### config.mk
export PLATFORM = sky130hd
export DESIGN_NAME = dest_encoder
export DESIGN_NICKNAME = d
export VERILOG_FILES = /design/src/rtl/dest_encoder.sv
export SDC_FILE = /design/constraint.sdc
export NUM_CORES = 1
export LEC_CHECK = 0
export ABC_CLOCK_PERIOD_IN_PS = 3190
export BUFFER_PORTS_ARGS = -buffer_cell sky130_fd_sc_hd__clkbuf_2
export CORE_AREA = 4 4 65 67
export DETAILED_ROUTE_END_ITERATION = 10
export DIE_AREA = 0 0 69 71
export GPL_TIMING_DRIVEN = 0
export MAX_ROUTING_LAYER = met4
export PLACE_DENSITY = 0.84
export REMOVE_ABC_BUFFERS = 1
export SYNTH_ARGS = -nofsm -noshare
export SYNTH_HDL_FRONTEND = slang
export SYNTH_SLANG_ARGS = --single-unit
### constraint.sdc
create_clock -name clk_i -period 3.19 [get_ports clk_i]
set_input_delay 0.638 -clock clk_i [delete_from_list [all_inputs] [get_ports clk_i]]
set_output_delay 0.638 -clock clk_i [all_outputs]
set_load 0.01 [all_outputs]
### src/rtl/dest_encoder.sv
// dest_encoder: merges per-register write-request pulses and grants one destination index at a time.
// Ports: clk_i, rst_i (sync, active-high), req_i[7:0], ready_i -> destreg_o[2:0], valid_o, pending_cnt_o[3:0].
module dest_encoder (
  input  logic       clk_i,
  input  logic       rst_i,
  input  logic [7:0] req_i,
  input  logic       ready_i,
  output logic [2:0] destreg_o,
  output logic       valid_o,
  output logic [3:0] pending_cnt_o
);

  logic [7:0] pending;
  logic [2:0] ptr;

  logic [7:0] cand;
  logic       load_en;
  logic       hit;
  logic [2:0] idx;
  logic [2:0] pos;
  logic [7:0] clr_mask;

  assign cand    = pending | req_i;
  assign load_en = !valid_o | ready_i;

  // Walk from the farthest offset back to ptr so the
  // nearest set bit at or after ptr is the one kept.
  always_comb begin
    hit = 1'b0;
    idx = ptr;
    pos = ptr;
    for (int i = 7; i >= 0; i--) begin
      pos = ptr + 3'(i);
      if (cand[pos]) begin
        idx = pos;
        hit = 1'b1;
      end
    end
  end

  assign clr_mask = ~(8'b1 << idx);

  always_ff @(posedge clk_i) begin
    if (rst_i) begin
      pending   <= '0;
      ptr       <= '0;
      valid_o   <= 1'b0;
      destreg_o <= '0;
    end else if (load_en) begin
      if (hit) begin
        destreg_o <= idx;
        valid_o   <= 1'b1;
        ptr       <= idx + 3'd1;
        pending   <= cand & clr_mask;
      end else begin
        valid_o   <= 1'b0;
        pending   <= '0;
      end
    end else begin
      // Output stalled: absorb new requests, hold grant.
      pending <= cand;
    end
  end

  always_comb begin
    pending_cnt_o = '0;
    for (int i = 0; i < 8; i++) begin
      pending_cnt_o = pending_cnt_o + {3'b000, pending[i]};
    end
  end

endmodule

==> flow_summary.ini, run 1 <==
[status]
status = complete, but fails checks
failed_checks = setup timing

[cells_and_area]
syn2layout_area_growth_pct = 21.8
design_area_um2 = 2300
diodes = 0
drive_gt1_share_pct = 37.6
num-nets-final = 267

[synth]
synth_top_area_share_pct = 15.9
ys_ff_latch = 15
postSynthAreaPerCell_um2 = 8.92
ys_seq_area_share_pct = 15.9
netlist_area_um2 = 1890
async_reset_ff_share_pct = 0
synthFlopType = dfxtp_1
ys_warn_count = 0
synth.distinct_cells = 55
synth-edff-count = 0
syn_inst = 212
synth_top_area_cell = dfxtp_1
synth_area_leaders = dfxtp_1, mux4_2, nor2_1

[sta]
setup_viol = 4
min_period_ps = 3710
fmax_mhz = 270
slew_headroom_pct = 57.0
finClkSkew_ps = 4.87
hold_viol_final = 0
rsz0062_at_grt = true
setup_ws_ps = -517
maxSlewViolCount = 0
worst_hold_slack_ps = 498
min_period_over_period_pct = 116
tightest_slew_ps = 642

[setup_path]
crit_top_cell = inv_2
endpoint_kind = output pin
cp.required_ps = 2550
path_buf_inv = 5
crit_slowest_cell = fa_1
critPathTopFamily = adder cells
worst_path_largest_cell_delay_ps = 550
crit_chain = fa_1, inv_2, fa_1, fa_1, inv_2, ha_4, inv_2, fa_2, inv_2, buf_6
start_kind = register
critical_path_class = register to output pin
cp_data_arrival_time_ps = 3070
cp_max_fo = 4

[drt]
num_vias = 1977
wl_mm = 5.93
vias_per_cell = 6.75
drt_first_iter_violations = 228
drt_pass1_iterations = 5
routedWlPerCell_um = 20.2
drcViolationCount = 0
antenna_left = 0

[global_routing]
grt_pass1_vias = 1813
grt_pass1_wl_mm = 8.69
grt.total_usage_pct = 22.4
antenna_found_initial = 0
grt.overflow.total = 0
grt_max_degree = 16

[cts]
clock-sinks = 15
cts_buffers = 3
htree_levels = 1
ctsRootBufferMaster = clkbuf_8
hold_buffers = 0
clockBufferDepth = 2
cts_tree = done
cts.clk_slew.worst_paths_ps = 60
insertion_delay_ps = 250

[placed_design]
gp_congestion = 0.945
placed_cell_area_um2 = 1960
pre_cts_ws_ps = -1120
portBuffers = 18
place_hpwl_mm = 3.84

[floorplanning]
dieArea_um2 = 4900
die_h_um = 71
die_x_um = 69
core_area_um2 = 3630
rows = 22
num_io_pins = 19
start_util_pct = 52.0

[min_path]
hold_class = register to register

[flow_run]
max_cap_viol_count = 0
stage by stage:
step                TNS (ps)  cells  utilization (%)
CTS                    -1240    278             58.5
detailed placement    -14410    269             53.9
finish                 -1420    293             63.4
global route           -2170    293             63.4
floorplan              -4160    203                -
global placement      -13970    269             53.9
per-layer routing:
| layer | up-vias | track usage (%) | wire length (um) |
|---|---|---|---|
| met5 | - | - | 0 |
| met4 | 0 | 10.2 | 345 |
| met3 | 44 | 2.70 | 557 |
| met2 | 170 | 38.5 | 2940 |
| met1 | 883 | 26.2 | 2080 |
| li1 | 880 | - | - |
kinds of logic (layout without fill, tap and decap cells):
family / after synthesis / after routing / synth area share, %
AND/OR/NAND/NOR: 67 / 67 / 19.0
adder cells (fa/ha/maj): 10 / 10 / 8.21
multiplexers: 22 / 22 / 20.8
XOR/XNOR: 6 / 6 / 2.78
flip-flops: 15 / 15 / 15.9
AO/OA/AOI/OAI: 63 / 63 / 25.0
buffers and inverters: 29 / 62 / 8.34
layout by cell type (no fill, tap or decap), types with 4 or more instances in the layout:
master	netlist	final
a211oi_1	9	9
a21oi_1	9	8
a311oi_1	6	5
buf_4	1	18
clkbuf_2	0	15
dfxtp_1	15	11
ha_1	6	4
inv_1	19	14
inv_2	1	4
mux2i_1	8	8
mux4_2	11	12
nand2_1	7	7
nand3_1	4	4
nor2_1	22	22
nor3_1	8	8
o21ai_1	6	6
o311a_1	4	4
or2_1	5	5
or2_4	4	4
synth_stat cells, types with 2 or more instances:
cell,number
a211oi_1,9
a21o_1,2
a21oi_1,9
a221oi_1,3
a311oi_1,6
a31oi_1,2
buf_2,2
buf_6,2
clkbuf_1,2
dfxtp_1,15
fa_1,4
ha_1,6
inv_1,19
mux2i_1,8
mux4_2,11
nand2_1,7
nand2b_1,3
nand3_1,4
nor2_1,22
nor2b_1,3
nor3_1,8
nor3b_1,2
nor4_1,2
nor4b_1,2
o2111ai_1,2
o21a_2,2
o21ai_0,4
o21ai_1,6
o21bai_1,3
o22ai_1,3
o311a_1,4
or2_1,5
or2_4,4
xnor2_1,5
worst register-to-register path: stages, from the launching register on:
cell and delay (ps):
dfxtp_4 400, clkinvlp_4 150, ha_4 300, nor4b_2 170, a31oi_2 300, a21boi_0 240, nor4_1 350, a211oi_2 80
buf_4 160, xnor2_2 260, o21ai_2 100, buf_4 150, o311a_1 320
registers in the layout (all words and copies together) (netlist names):
name       flops
pending        8
destreg_o      3
ptr            3
valid_o        1
what timing repair did:
| action | in CTS | in global routing |
|---|---|---|
| buffers inserted | 5 | 15 |
| gates resized for setup | 21 | 20 |
| setup endpoints to repair | 19 | 18 |
| pin swaps | 3 | 5 |
worst paths after layout:
check	cells after the start	startpoint	to	slack (ps)
setup reg to reg	12	ptr[1]$_SDFFE_PP0P_	pending[7]$_SDFF_PP0_	100
setup / recovery	10	pending[1]$_SDFF_PP0_	pending_cnt_o[1]	-520
hold reg to reg	2	destreg_o[0]$_SDFFE_PP0P_	destreg_o[0]$_SDFFE_PP0P_	500
hold / removal	2	destreg_o[0]$_SDFFE_PP0P_	destreg_o[0]$_SDFFE_PP0P_	500
cell type report:
class	count	area [um^2]
fillers	309	1330
flip-flops and latches	15	313
clock buffers	3	41.3
repair buffers	38	254
multi-input cells	168	1550
clock inverters	1	5.00
well taps	48	60.1
inverters	20	81.3
Power of run 1 is left out: the tool's default activity adds up to more than one toggle a clock period on the data nets, which glitch-free logic cannot reach.
==> run 2, diff against run 1 <==
- CELL_PAD_IN_SITES_DETAIL_PLACEMENT: not set -> 0
- CELL_PAD_IN_SITES_GLOBAL_PLACEMENT: not set -> 1
- CORE_AREA: 4 4 65 67 -> 4 4 73 75
- DIE_AREA: 0 0 69 71 -> 0 0 77 79
- PLACE_DENSITY: 0.84 -> 0.85
- SETUP_SLACK_MARGIN: not set -> 0.1
==> flow_summary.ini, run 2 (synthesized netlist as in run 1, its figures left out) <==
[setup_path]
crit_slowest_cell = fa_1
start_kind = register
critical_path_class = register to output pin
cp.required_ps = 2550
endpoint_kind = output pin
cp_data_arrival_time_ps = 3010
crit_chain = fa_1, inv_1, fa_1, fa_1, inv_2, ha_4, inv_2, fa_2, inv_2, buf_6
cp_max_fo = 2
worst_path_largest_cell_delay_ps = 530

[global_routing]
grt.overflow.total = 0
grt_pass1_wl_mm = 8.61
grt.total_usage_pct = 18.1
antenna_found_initial = 0
grt_pass1_vias = 1734
grt_max_degree = 16

[cells_and_area]
stdcell_count = 298
syn2layout_area_growth_pct = 25.1
final_common_cell = nor2_1
regMostFlops = pending
largest_reg_flops = 8
reg_top3 = pending x8, destreg_o x3, ptr x3
final_cell_mix = nor2_1, buf_4, clkbuf_2
layout.filler_cells = 419
drive_gt1_share_pct = 40.6
utilization_pct = 50.7
diodes = 0
num-nets-final = 266

[sta]
hold_viol_final = 0
tightest_slew_ps = 469
min_period_over_period_pct = 114
fmax_mhz = 274
slew_headroom_pct = 68.5
setup_ws_ps = -458
min_period_ps = 3650
setup_viol = 3
rsz0062_at_grt = true
finClkSkew_ps = 1.15
maxSlewViolCount = 0
worst_hold_slack_ps = 487

[cts]
insertion_delay_ps = 250
htree_levels = 1
cts_buffers = 3
cts_tree = done
cts.clk_slew.worst_paths_ps = 60
clockBufferDepth = 2
clock-sinks = 15
ctsRootBufferMaster = clkbuf_8
hold_buffers = 0

[drt]
antenna_left = 0
drt_pass1_iterations = 4
drt_first_iter_violations = 270
wl_mm = 5.70
drcViolationCount = 0
num_vias = 1888
vias_per_cell = 6.34
routedWlPerCell_um = 19.1

[min_path]
hold_class = register to register

[flow_run]
max_cap_viol_count = 0

[placed_design]
gp_congestion = 0.907
dpl.cell_count = 275
place_hpwl_mm = 3.84
portBuffers = 18

[floorplanning]
die_x_um = 77
rows = 25
core_area_um2 = 4660
num_io_pins = 19
start_util_pct = 40.6
dieArea_um2 = 6080
die_h_um = 79

[status]
failed_checks = setup timing
status = complete, but fails checks
==> run 2: critical path, delay by kind of cell, from the launching register on <==
family                   cells  cell delay [ps]
buffers and inverters        5              320
adder cells (fa/ha/maj)      5             2100
flip-flops                   1              350
==> run 2: path summary, 6_finish.rpt <==
path | end | from | slack (ps) | depth (start not counted)
max | pending_cnt_o[1] | pending[0]$_SDFF_PP0_ | -460 | 10
min | destreg_o[2]$_SDFFE_PP0P_ | destreg_o[2]$_SDFFE_PP0P_ | 490 | 2
max reg2reg | ptr[2]$_SDFFE_PP0P_ | ptr[1]$_SDFFE_PP0P_ | 130 | 12
min reg2reg | destreg_o[2]$_SDFFE_PP0P_ | destreg_o[2]$_SDFFE_PP0P_ | 490 | 2
==> run 2: area by class of cell <==
type | instances | area, um^2 | share of cell area [%]
inverter | 20 | 85.1 | 3.60
multi-input combinational | 168 | 1610 | 67.9
sequential | 15 | 313 | 13.2
clock buffer | 3 | 41.3 | 1.75
tap | 54 | 67.6 | 2.86
timing repair buffer | 37 | 246 | 10.4
clock inverter | 1 | 5.00 | 0.212
==> run 2: timing repair <==
item | CTS | global route
setup buffers | 7 | 12
setup endpoints to repair | 19 | 15
pin swaps | 6 | 8
gates resized for setup | 26 | 24
==> run 2: stage by stage <==
stage                     setup TNS [ps]  worst slack [ps]  cell area, um^2
after detailed placement          -15120             -1130             1970
after global routing               -1610              -550             2360
final                              -1250              -458             2360
after floorplan                    -4160              -499             1810
after global placement            -15160             -1150             1970
after CTS                          -1070              -450             2170
==> run 2: per-layer routing <==
layer | up-vias | global-route usage, % | part of all wire, %
met3 | 19 | 2.27 | 6.0
met2 | 89 | 28.4 | 49
met5 | - | - | 0
met4 | 0 | 8.01 | 2.5
met1 | 907 | 23.7 | 43
li1 | 873 | - | -
Power of run 2 is left out for the same reason.
